==> config.mk <==
export PLATFORM = sky130hd
export DESIGN_NAME = sbqm_sensor_tx
export DESIGN_NICKNAME = d
export VERILOG_FILES = /design/src/rtl/sbqm_sensor_tx.sv
export SDC_FILE = /design/constraint.sdc
export NUM_CORES = 1
export LEC_CHECK = 0
export BUFFER_PORTS_ARGS = -buffer_cell sky130_fd_sc_hd__buf_2
export CAP_MARGIN = 20
export CORE_MARGIN = 4
export CORE_UTILIZATION = 45
export DETAILED_ROUTE_END_ITERATION = 7
export PLACE_DENSITY_LB_ADDON = 0.3
export SYNTH_ARGS = -nofsm -noshare
export SYNTH_HDL_FRONTEND = slang
export SYNTH_SLANG_ARGS = --single-unit
==> constraint.sdc <==
create_clock -name clk -period 3.05 [get_ports clk]
set_clock_uncertainty 0.2 [all_clocks]
set_input_delay 0.915 -clock clk [delete_from_list [all_inputs] [get_ports clk]]
set_output_delay 0.915 -clock clk [all_outputs]
set_load 0.01 [all_outputs]
==> src/rtl/sbqm_sensor_tx.sv <==
// sbqm_sensor_tx: synchronises and debounces the entry/exit photocells into spaced, full/empty-gated up/down pulses.
// Debounce counters are built only when SQBM_DEBOUNCE_EN is defined; otherwise the debounced level follows the synchroniser.
module sbqm_sensor_tx #(
   parameter int DB_CYCLES = 4,
   parameter int DROP_W    = 4
) (
   input  logic              clk,
   input  logic              rst_n,
   input  logic              sens_entry,
   input  logic              sens_exit,
   input  logic              full,
   input  logic              empty,
   output logic              up,
   output logic              down,
   output logic [DROP_W-1:0] drop_cnt
);
   logic [1:0]        sync1_q, sync2_q;
   logic [1:0]        db_q, db_d, dbp_q, arm_q, arm_d, pend_q, pend_d, rise;
   logic              up_q, up_d, down_q, down_d, prio_q, prio_d;
   logic              slot, serve_e, serve_x, blk;
   logic [1:0]        ndrop;
   logic [DROP_W-1:0] drop_q, drop_d;
   logic [DROP_W+1:0] drop_sum;

   // Left unreset on purpose: a line held high through reset must still read high afterwards so it never arms.
   always_ff @(posedge clk) begin
      sync1_q <= {sens_exit, sens_entry};
      sync2_q <= sync1_q;
   end

`ifdef SQBM_DEBOUNCE_EN
   localparam logic [3:0] DB = 4'(DB_CYCLES);
   logic [3:0] cnt_q [2];
   logic [3:0] cnt_d [2];

   always_comb begin
      db_d = db_q;
      for (int i = 0; i < 2; i++) begin
         cnt_d[i] = 4'd0;
         if (sync2_q[i] != db_q[i]) begin
            if (cnt_q[i] == DB) db_d[i] = ~db_q[i];
            else cnt_d[i] = cnt_q[i] + 4'd1;
         end
      end
   end

   always_ff @(posedge clk or negedge rst_n) begin
      if (!rst_n) cnt_q <= '{default: '0};
      else cnt_q <= cnt_d;
   end
`else
   logic unused_db;
   assign unused_db = ^DB_CYCLES;
   always_comb db_d = sync2_q;
`endif

   always_comb begin
      rise     = db_q & ~dbp_q & arm_q;
      arm_d    = arm_q | (~db_q & ~sync2_q);
      slot     = ~up_q & ~down_q;
      // prio_q=0 favours entry; it flips to the other channel after every serve, blocked or not.
      serve_e  = slot & pend_q[0] & (~pend_q[1] | ~prio_q);
      serve_x  = slot & pend_q[1] & (~pend_q[0] | prio_q);
      prio_d   = serve_e ? 1'b1 : serve_x ? 1'b0 : prio_q;
      up_d     = serve_e & ~full;
      down_d   = serve_x & ~empty;
      blk      = (serve_e & full) | (serve_x & empty);
      pend_d   = (pend_q & ~{serve_x, serve_e}) | (rise & ~pend_q);
      ndrop    = 2'(rise[0] & pend_q[0]) + 2'(rise[1] & pend_q[1]) + 2'(blk);
      drop_sum = {2'b00, drop_q} + (DROP_W+2)'(ndrop);
      drop_d   = (|drop_sum[DROP_W+1:DROP_W]) ? '1 : drop_sum[DROP_W-1:0];
   end

   always_ff @(posedge clk or negedge rst_n) begin
      if (!rst_n) begin
         db_q   <= '0;
         dbp_q  <= '0;
         arm_q  <= '0;
         pend_q <= '0;
         up_q   <= 1'b0;
         down_q <= 1'b0;
         prio_q <= 1'b0;
         drop_q <= '0;
      end else begin
         db_q   <= db_d;
         dbp_q  <= db_q;
         arm_q  <= arm_d;
         pend_q <= pend_d;
         up_q   <= up_d;
         down_q <= down_d;
         prio_q <= prio_d;
         drop_q <= drop_d;
      end
   end

   assign up       = up_q;
   assign down     = down_q;
   assign drop_cnt = drop_q;
endmodule

==> Yosys cells after proc, flatten, opt, wreduce, memory -nomap -nowiden <==
Index checks and enable logic that the tools add are counted.
{ "totals": {"reg_bits": 19, "wordCells": 51} }
{ "op_classes": {"add_sub_neg": 3, "n_mux": 3, "bitwise": 33, "reduce_logical": 2} }
{ "ops": {"columns": ["op", "count"], "rows": [
  ["$and A1 B1 Y1", 11],
  ["$and A2 B2 Y2", 5],
  ["$not A2 Y2", 5],
  ["$not A1 Y1", 7],
  ["$add A4 B2 Y5", 1],
  ["$mux W4", 1],
  ["$or A2 B2 Y2", 2],
  ["$or A1 B1 Y1", 3],
  ["$add A1 B1 Y2", 1],
  ["$add A2 B1 Y2", 1],
  ["$mux W1", 2],
  ["$reduce_bool A2 Y1", 1],
  ["$reduce_or A2 Y1", 1]
]} }

==> Longest topological paths before layout <==
Gate-level depths: netlist of the first run.
{ "logic_depth": {"depth_word": 10, "mapped_depth": 9, "ltp_nobuf": 9} }

==> Worst setup path after synthesis of the first run <==
OpenSTA, ideal clock, no wires.
{ "synth_timing": {"path_kind": "input -> register", "start": "in full", "end": "reg drop_q[3], in the netlist drop_cnt[3]", "setup_ns": 0.135, "arrival_ns": 2.386, "setup_slack_ns": 0.328, "cell_stages": 7, "path_buffers": 0, "cell_sequence": "nand3_1 a21boi_2 fa_1 ha_1 fa_1 nor2b_1 a31oi_1"} }
{ "synth_between": {"elab_chain_cells": 6} }
{ "synth_rtl": {"columns": ["item", "line", "rtl"], "rows": [
  ["start: declaration", "11", "input logic full,"],
  ["$and A1 B1 Y1 (*)", "67", "blk = (serve_e & full) | (serve_x & empty);"],
  ["$or A1 B1 Y1 (*)", "67", null],
  ["$add A2 B1 Y2 (*)", "69", "ndrop = 2'(rise[0] & pend_q[0]) + 2'(rise[1] & pend_q[1]) + 2'(blk);"],
  ["$add A4 B2 Y5 (*)", "70", "drop_sum = {2'b00, drop_q} + (DROP_W+2)'(ndrop);"],
  ["$reduce_or A2 Y1", "71", "drop_d = (|drop_sum[DROP_W+1:DROP_W]) ? '1 : drop_sum[DROP_W-1:0];"],
  ["$mux W4 (*)", "71", null],
  ["via drop_d[3]", "22", "logic [DROP_W-1:0] drop_q, drop_d;"],
  ["end signal: assignment", "92", "drop_q <= drop_d;"],
  ["end: declaration", "22", null]
]} }
The timed path passes the listed nets; every way through them passes the cells marked *.
A chain may end at the register's enable or synchronous reset.

==> Final worst setup path of the first run <==
Same ends and word-level chain as after synthesis.

==> impl_metrics.json, run 1 <==
{
  "synth_cell_types": 21,
  "grt_pass1_wl_mm": 1.90,
  "reg2reg_slack_ns": 0.54,
  "powerDensity_nw_per_um2": 945,
  "syn_area_um2": 726,
  "drc": 0,
  "cp_common_cell": "fa_1",
  "cts_resized": 0,
  "final_util_pct": 55.1,
  "stdcell_area_um2": 831,
  "ir_worst_vdd_uv": 456,
  "drtAntennaViolNets": 0,
  "hold_viol": 0,
  "cts_tree": "yes",
  "critPathBufInv": 1,
  "nets": 80,
  "synth_area_leaders": "dfrtp_1, dfxtp_1, fa_1",
  "numPortBuffers": 11,
  "crit_path_cell_trace": "buf_2, nand3_1, a21boi_2, fa_1, ha_1, fa_1, nor2b_1, a31oi_1",
  "critical_path_arrival_ns": 2.58,
  "rsz0062_at_grt": "false",
  "hp-start": "sync1_q[1]$_DFF_P_",
  "cpPeakStageDelay_ns": 0.44,
  "ios": 12,
  "max_freq_ghz": 0.384,
  "grt_max_degree": 16,
  "row_count": 14,
  "mostFrequentLayoutCells": "dfrtp_1, buf_2, a31oi_1, dfxtp_1",
  "path_delay_family": "adder cells",
  "timing.final.crit_share_pct": 85.3,
  "whs_path_depth": 0,
  "cts_htree_levels": 1,
  "dp_hpwl_um": 840,
  "drv_slew": 0,
  "hp-class": "reg -> reg",
  "cts.sinks": 19,
  "dr_wl_met3_um": 71,
  "cp.required_ns": 3.03,
  "dr.pass1.iters": 4,
  "cp_num_cells": 8,
  "leakage_nw": 0.391,
  "grtUsageTotal_pct": 12.0,
  "syn_nets": 64,
  "synth.top_cell.area_share_pct": 51.7,
  "criticalPathCategory": "in -> reg",
  "path_clk_slew_ns": 0.10,
  "core_region_area_um2": 1510,
  "drt_wl_total_mm": 1.11,
  "crit_fanout": 4,
  "num_vias": 465,
  "dieArea_um2": 2320,
  "die-height_um": 48.2,
  "end_kind": "flop",
  "cp_slowest_cell": "fa_1",
  "worstMarginPinSlew_ns": 0.325,
  "synthCells": 54,
  "grt_pass1_vias": 448,
  "dpl-instance-area_um2": 801,
  "synth-seq-area-share_pct": 62.8,
  "clock_latency_ns": 0.29,
  "relSlewSlack_pct": 78.3,
  "start_kind": "primary input",
  "avgSynthCellArea_um2": 13.4,
  "setup-violations-final": 0,
  "tns_ns": 0,
  "grt_remaining_overflow": 0,
  "ys_warn_count": 0,
  "place.gp.congestion": 0.720,
  "wl_per_cell_um": 13.1,
  "syn_to_final_growth_pct": 14.5,
  "vias_per_cell": 5.47,
  "r2r-start": "pend_q[1]$_DFF_PN0_",
  "root_buffer": "clkbuf_4",
  "rr_worst_depth": 8,
  "wl_met2_um": 510,
  "synth_top_area_cell": "dfrtp_1",
  "layout_commonest_cell": "dfrtp_1",
  "min_to": "db_d[1]$_DFF_P_",
  "drive_gt1_share_pct": 29.0,
  "cts_hold_buf": 0,
  "post-cts-setup-buffers": 0,
  "dieWidth_um": 48.2,
  "start_util_pct": 48.2,
  "fin_crit_ns": 2.60,
  "r2r-end": "drop_cnt[3]$_DFF_PN0_",
  "status": "finished, final reports clean",
  "antenna_found_initial": 0,
  "ys_ff_latch": 19,
  "drtIter0Drc": 7,
  "dr.max_layer_used": "met3",
  "wl_met1_um": 531,
  "drv_cap": 0,
  "clk_path_buf_depth": 2,
  "antenna_cells": 0,
  "cts_buffers": 3
}
==> stage by stage <==
stage	setup WS, ns	power [mW]	hold slack (ns)	std cells
2_1_floorplan	0.328	0.574	0.110	54
3_3_place_gp	0.175	0.653	0.117	81
3_5_place_dp	0.132	0.668	0.115	81
4_1_cts	0.451	0.798	0.145	85
5_1_grt	0.394	0.850	0.148	85
6_report	0.449	0.785	0.139	85
==> logic make-up (layout without fill, tap and decap cells) <==
logic type | Yosys count | in the layout | synth area share [%]
AO/OA/AOI/OAI | 12 | 12 | 11.2
flip-flops | 19 | 19 | 62.8
adder cells (fa/ha/maj) | 4 | 4 | 8.97
AND/OR/NAND/NOR | 17 | 17 | 16.0
buffers and inverters | 2 | 17 | 1.03
==> cell type report <==
type | instances | area, um2
fill | 139 | 676
sequential | 19 | 455
multi-input combinational | 33 | 263
timing repair buffer | 11 | 55.1
clock buffer | 3 | 22.5
tap | 16 | 20.0
clock inverter | 1 | 7.51
inverter | 2 | 7.51
==> routing by layer <==
metal  track usage [%]  up-vias
li1                  -      226
met1              15.3      225
met2              18.5       14
met3              5.54        0
met4              3.23        0
met5                 0        -
==> state kept, by name (all words and copies together), names as in the netlist, 2 cells and up <==
name / cells
arm_q: 2
db_d: 2
db_q: 2
dbp_q: 2
drop_cnt: 4
pend_q: 2
sync1_q: 2
==> worst max path at each step <==
stage	start	to	slack, ns
global route	full	drop_cnt[3]$_DFF_PN0_	0.39
floorplan	full	drop_cnt[3]$_DFF_PN0_	0.33
CTS	full	drop_cnt[3]$_DFF_PN0_	0.45
finish	full	drop_cnt[3]$_DFF_PN0_	0.45
global placement	full	drop_cnt[3]$_DFF_PN0_	0.17
detailed placement	empty	drop_cnt[3]$_DFF_PN0_	0.13
==> synthesized netlist by cell type <==
cell	instances
nand2_1	2
nand3_2	1
a31oi_1	6
a21oi_1	2
fa_1	2
ha_1	2
a21o_1	1
nor2b_1	1
o21bai_1	2
nor2_4	1
nand2b_1	2
nand3_1	2
and4_1	1
nand2b_2	1
nor2_1	3
and4_2	1
a21boi_2	1
inv_1	2
dfxtp_1	4
dfrtp_1	15
and4b_1	2
==> worst register-to-register path: stages, from the launching register on <==
cell and delay (ns):
dfrtp_1 0.47, nand2_1 0.14, nand3_1 0.10, a21boi_2 0.16, fa_1 0.44, ha_1 0.23, fa_1 0.43, nor2b_1 0.14
a31oi_1 0.09
==> report_power, final <==
group | leakage, nW | internal [mW] | switching (mW) | total, mW
sequential | 0.205 | 0.314 | 0.0715 | 0.386
clock | 0.0139 | 0.0499 | 0.0757 | 0.126
combinational | 0.172 | 0.134 | 0.139 | 0.274
total | 0.391 | 0.499 | 0.286 | 0.785
Power figures use the tool's default switching activity.
==> inputs of run 2 (changes only) <==
--- a/config.mk
+++ b/config.mk
@@ -10,6 +10,7 @@
 export CORE_MARGIN = 4
 export CORE_UTILIZATION = 45
 export DETAILED_ROUTE_END_ITERATION = 7
+export MAX_ROUTING_LAYER = met4
 export PLACE_DENSITY_LB_ADDON = 0.3
 export SYNTH_ARGS = -nofsm -noshare
 export SYNTH_HDL_FRONTEND = slang
==> run 2 against run 1 <==
  * Flip-flop and latch count did not move
  * Non-clock buffer count did not move
  * Register-to-register slack barely moved
  * Critical path type unchanged
  * Largest power group unchanged
  * Highest routed layer unchanged
==> impl_metrics.json, run 2 (synthesized netlist as in run 1, its figures left out) <==
{
  "status": "finished, final reports clean",
  "root_buffer": "clkbuf_4",
  "drt_wl_total_mm": 1.10,
  "gr-usage-met2_pct": 18.5,
  "tns_ns": 0,
  "leakage_nw": 0.391,
  "ir_worst_vdd_uv": 456,
  "end_kind": "flop",
  "dieArea_um2": 2320,
  "grt_busiest_layer": "met2",
  "p_clk_share_pct": 15.9,
  "cp_common_cell": "fa_1",
  "layout_commonest_cell": "dfrtp_1",
  "die-height_um": 48.2,
  "critical_path_arrival_ns": 2.58,
  "critPathBufInv": 1,
  "start_util_pct": 48.2,
  "r2r-end": "drop_cnt[3]$_DFF_PN0_",
  "nets": 80,
  "fill_cells": 139,
  "dr.pass1.iters": 4,
  "rr_worst_depth": 8,
  "stdcell_area_um2": 831,
  "cts_resized": 0,
  "antenna_found_initial": 0,
  "largest_reg_flops": 4,
  "hold_viol": 0,
  "timing.final.crit_share_pct": 85.4,
  "cp.required_ns": 3.02,
  "cts_htree_levels": 1,
  "grt_max_degree": 16,
  "clock_latency_ns": 0.29,
  "reg2reg_slack_ns": 0.54,
  "hp-start": "sync1_q[1]$_DFF_P_",
  "rsz0062_at_grt": "false",
  "place_inst": 81,
  "drv_slew": 0,
  "p_sw_mw": 0.285,
  "path_delay_family": "adder cells",
  "cp_slowest_cell": "fa_1",
  "fin_crit_ns": 2.60,
  "internal_power_mw": 0.499,
  "cts_tree": "yes",
  "drtAntennaViolNets": 0,
  "drive_gt1_share_pct": 29.0,
  "powerDensity_nw_per_um2": 943,
  "numPortBuffers": 11,
  "worstMarginPinSlew_ns": 0.325,
  "grt_pass1_vias": 450,
  "met3_usage_pct": 5.54,
  "grt_pass1_wl_mm": 1.89,
  "relSlewSlack_pct": 78.3,
  "whs_path_depth": 0,
  "drv_cap": 0,
  "row_count": 14,
  "cpPeakStageDelay_ns": 0.44,
  "swShare_pct": 36.4,
  "syn_to_final_growth_pct": 14.5,
  "num_vias": 467,
  "cts.sinks": 19,
  "p_seq_share_pct": 49.3,
  "core_region_area_um2": 1510,
  "start_kind": "primary input",
  "grtUsageTotal_pct": 12.4,
  "final_cell_count_no_fill": 85,
  "cts_hold_buf": 0,
  "min_to": "db_d[1]$_DFF_P_",
  "hp-class": "reg -> reg",
  "dpl-instance-area_um2": 801,
  "clk_path_buf_depth": 2,
  "post-cts-setup-buffers": 0,
  "finalPower_mw": 0.783,
  "dp_hpwl_um": 840,
  "cts_buffers": 3,
  "criticalPathCategory": "in -> reg",
  "dieWidth_um": 48.2,
  "max_freq_ghz": 0.384,
  "vias_per_cell": 5.49,
  "critPathLaunch": "full",
  "antenna_cells": 0,
  "drc": 0,
  "drtIter0Drc": 7,
  "place.gp.congestion": 0.729,
  "r2r-start": "pend_q[1]$_DFF_PN0_",
  "ios": 12,
  "wl_per_cell_um": 12.9,
  "gr-usage-met1_pct": 15.3,
  "mostFrequentLayoutCells": "dfrtp_1, buf_2, a31oi_1, dfxtp_1",
  "setup-violations-final": 0,
  "crit_fanout": 4,
  "path_clk_slew_ns": 0.10,
  "final_util_pct": 55.1,
  "power_frac_comb_pct": 34.9,
  "grt_remaining_overflow": 0,
  "crit_path_cell_trace": "buf_2, nand3_1, a21boi_2, fa_1, ha_1, fa_1, nor2b_1, a31oi_1"
}
[run 2: how the worst max path moves through the flow]
stage / depth (start not counted) / to
after floorplan: 7 / drop_cnt[3]$_DFF_PN0_
after global placement: 8 / drop_cnt[3]$_DFF_PN0_
after detailed placement: 8 / drop_cnt[3]$_DFF_PN0_
after CTS: 8 / drop_cnt[3]$_DFF_PN0_
after global routing: 8 / drop_cnt[3]$_DFF_PN0_
final: 8 / drop_cnt[3]$_DFF_PN0_
[run 2: routing by layer]
metal	vias to the layer above	share of wire, %
met2	13	47
met4	0	0
met5	-	0
met3	0	7.5
li1	227	-
met1	227	46
[run 2: cell type report]
| class | count | area, um2 | share of cell area (%) |
|---|---|---|---|
| flip-flops and latches | 19 | 455 | 54.8 |
| multi-input cells | 33 | 263 | 31.6 |
| repair buffers | 11 | 55.1 | 6.63 |
| well taps | 16 | 20.0 | 2.41 |
| clock buffers | 3 | 22.5 | 2.71 |
| inverters | 2 | 7.51 | 0.904 |
| clock inverters | 1 | 7.51 | 0.904 |
[run 2: power groups by stage]
stage | logic (mW) | clock network (mW) | registers, mW
after floorplan | 0.178 | 0 | 0.396
after global placement | 0.265 | 0 | 0.388
after detailed placement | 0.277 | 0 | 0.392
after CTS | 0.280 | 0.132 | 0.386
after global routing | 0.304 | 0.147 | 0.399
final | 0.273 | 0.124 | 0.386
[run 2: stage by stage]
step,hold WS (ns),setup WS (ns)
6_report,0.138,0.446
5_1_grt,0.148,0.394
4_1_cts,0.145,0.451
3_5_place_dp,0.115,0.132
3_3_place_gp,0.117,0.175
2_1_floorplan,0.110,0.328
==> inputs of run 3 (changes only) <==
--- a/config.mk
+++ b/config.mk
@@ -8,7 +8,7 @@
 export BUFFER_PORTS_ARGS = -buffer_cell sky130_fd_sc_hd__buf_2
 export CAP_MARGIN = 20
 export CORE_MARGIN = 4
-export CORE_UTILIZATION = 45
+export CORE_UTILIZATION = 55
 export DETAILED_ROUTE_END_ITERATION = 7
 export MAX_ROUTING_LAYER = met4
 export PLACE_DENSITY_LB_ADDON = 0.3
==> constraint.sdc (replaced) <==
create_clock -name clk -period 3.3 [get_ports clk]
set_clock_uncertainty 0.2 [all_clocks]
set_input_delay 0.99 -clock clk [delete_from_list [all_inputs] [get_ports clk]]
set_output_delay 0.99 -clock clk [all_outputs]
set_load 0.01 [all_outputs]
==> run 3 against run 2 <==
  * Clock-buffer cell count unchanged
  * Combinational power down 7%
  * Register-to-register slack better by 0.24 ns
  * First-iteration DRC count up 43%
  * Sequential share of layout area up 0.33 points
  * Wire length up 5.7%
  * Non-clock buffer count unchanged
  * Critical path type unchanged
  * Largest cell class unchanged
  * Largest power group unchanged
==> impl_metrics.json, run 3 (synthesized netlist as in run 1, its figures left out) <==
{
  "antenna_cells": 0,
  "drive_gt1_share_pct": 29.0,
  "cts.sinks": 19,
  "dr.max_layer_used": "met4",
  "num_vias": 467,
  "largest_reg_flops": 4,
  "rsz0062_at_grt": "false",
  "place_inst": 79,
  "r2r-end": "drop_cnt[3]$_DFF_PN0_",
  "cts_tree": "yes",
  "layout_commonest_cell": "dfrtp_1",
  "ir_worst_vdd_uv": 465,
  "grt_remaining_overflow": 0,
  "syn_to_final_growth_pct": 13.8,
  "timing.final.crit_share_pct": 82.2,
  "dr_wl_met3_um": 67,
  "max_freq_ghz": 0.369,
  "wl_per_cell_um": 14.0,
  "hp-class": "reg -> reg",
  "grt_pass1_vias": 499,
  "nets": 80,
  "cts_buffers": 3,
  "wl_met1_um": 513,
  "dp_hpwl_um": 896,
  "post-cts-setup-buffers": 0,
  "die-height_um": 44.3,
  "drtIter0Drc": 10,
  "row_count": 12,
  "hold_ws_ns": 0.141,
  "numPortBuffers": 11,
  "drv_cap": 0,
  "cts_htree_levels": 1,
  "start_kind": "primary input",
  "ios": 12,
  "worst_slack_ns": 0.588,
  "drv_slew": 0,
  "rr_worst_depth": 8,
  "r2r-start": "pend_q[0]$_DFF_PN0_",
  "pre_cts_slack_ns": 0.294,
  "dr.pass1.iters": 4,
  "start_util_pct": 62.0,
  "status": "finished, final reports clean",
  "critPathLaunch": "empty",
  "cp.required_ns": 3.27,
  "clk_path_buf_depth": 2,
  "relSlewSlack_pct": 78.0,
  "antenna_found_initial": 0,
  "drc": 0,
  "powerDensity_nw_per_um2": 879,
  "clock_latency_ns": 0.29,
  "root_buffer": "clkbuf_4",
  "end_kind": "flop",
  "final_cell_count_no_fill": 83,
  "vias_per_cell": 5.63,
  "critical_path_arrival_ns": 2.69,
  "cts_resized": 0,
  "finalPower_mw": 0.726,
  "stdcell_area_um2": 826,
  "place.gp.congestion": 0.724,
  "crit_fanout": 4,
  "grt_max_degree": 16,
  "dieWidth_um": 44.3,
  "cts_hold_buf": 0,
  "grtUsageTotal_pct": 15.8,
  "drtAntennaViolNets": 0,
  "criticalPathCategory": "in -> reg",
  "worstMarginPinSlew_ns": 0.330,
  "fin_crit_ns": 2.71,
  "wl_met2_um": 565,
  "mostFrequentLayoutCells": "dfrtp_1, buf_2, a31oi_1, dfxtp_1",
  "critPathCapture": "drop_cnt[3]$_DFF_PN0_",
  "dieArea_um2": 1960,
  "setup-violations-final": 0,
  "path_clk_slew_ns": 0.10,
  "grt_pass1_wl_mm": 2.15,
  "drt_wl_total_mm": 1.16,
  "core_region_area_um2": 1170,
  "leakage_nw": 0.395,
  "final_util_pct": 70.5,
  "tns_ns": 0,
  "hold_viol": 0,
  "dpl-instance-area_um2": 798,
  "reg2reg_slack_ns": 0.78
}
## run 3: cell types whose count changed in the layout (fill, tap and decap cells not counted), sizes merged
| cell | before | now |
|---|---|---|
| clkinvlp | 1 | 0 |
| clkinv | 0 | 1 |
## run 3: final cells by class
cell class | count | area (um2)
sequential | 19 | 455
tap | 14 | 17.5
clock buffer | 3 | 22.5
multi-input combinational | 33 | 263
timing repair buffer | 11 | 55.1
fill | 96 | 345
inverter | 2 | 7.51
clock inverter | 1 | 5.00
## run 3: critical path: stages
cell and delay (ns):
buf_2 0.10, nand3_2 0.08, a21boi_2 0.18, fa_1 0.45, ha_1 0.24, fa_1 0.43
nor2b_1 0.14, a31oi_1 0.09
## run 3: how the worst min path moves through the flow
stage | start | end | slack (ns) | cells after the start
after detailed placement | sync1_q[1]$_DFF_P_ | db_d[1]$_DFF_P_ | 0.12 | 0
after floorplan | sync1_q[0]$_DFF_P_ | db_d[0]$_DFF_P_ | 0.11 | 0
after global placement | sync1_q[0]$_DFF_P_ | db_d[0]$_DFF_P_ | 0.11 | 0
after global routing | sync1_q[1]$_DFF_P_ | db_d[1]$_DFF_P_ | 0.15 | 0
final | sync1_q[0]$_DFF_P_ | db_d[0]$_DFF_P_ | 0.14 | 0
after CTS | sync1_q[0]$_DFF_P_ | db_d[0]$_DFF_P_ | 0.14 | 0
## run 3: per-layer routing
| metal | global-route usage (%) | up-vias |
|---|---|---|
| met5 | - | - |
| met2 | 25.3 | 16 |
| met4 | 7.23 | 0 |
| met1 | 18.7 | 225 |
| li1 | - | 224 |
| met3 | 3.66 | 2 |
## run 3: power by group
group | internal (mW) | switching, mW
combinational | 0.125 | 0.131
clock | 0.0450 | 0.0671
sequential | 0.291 | 0.0676
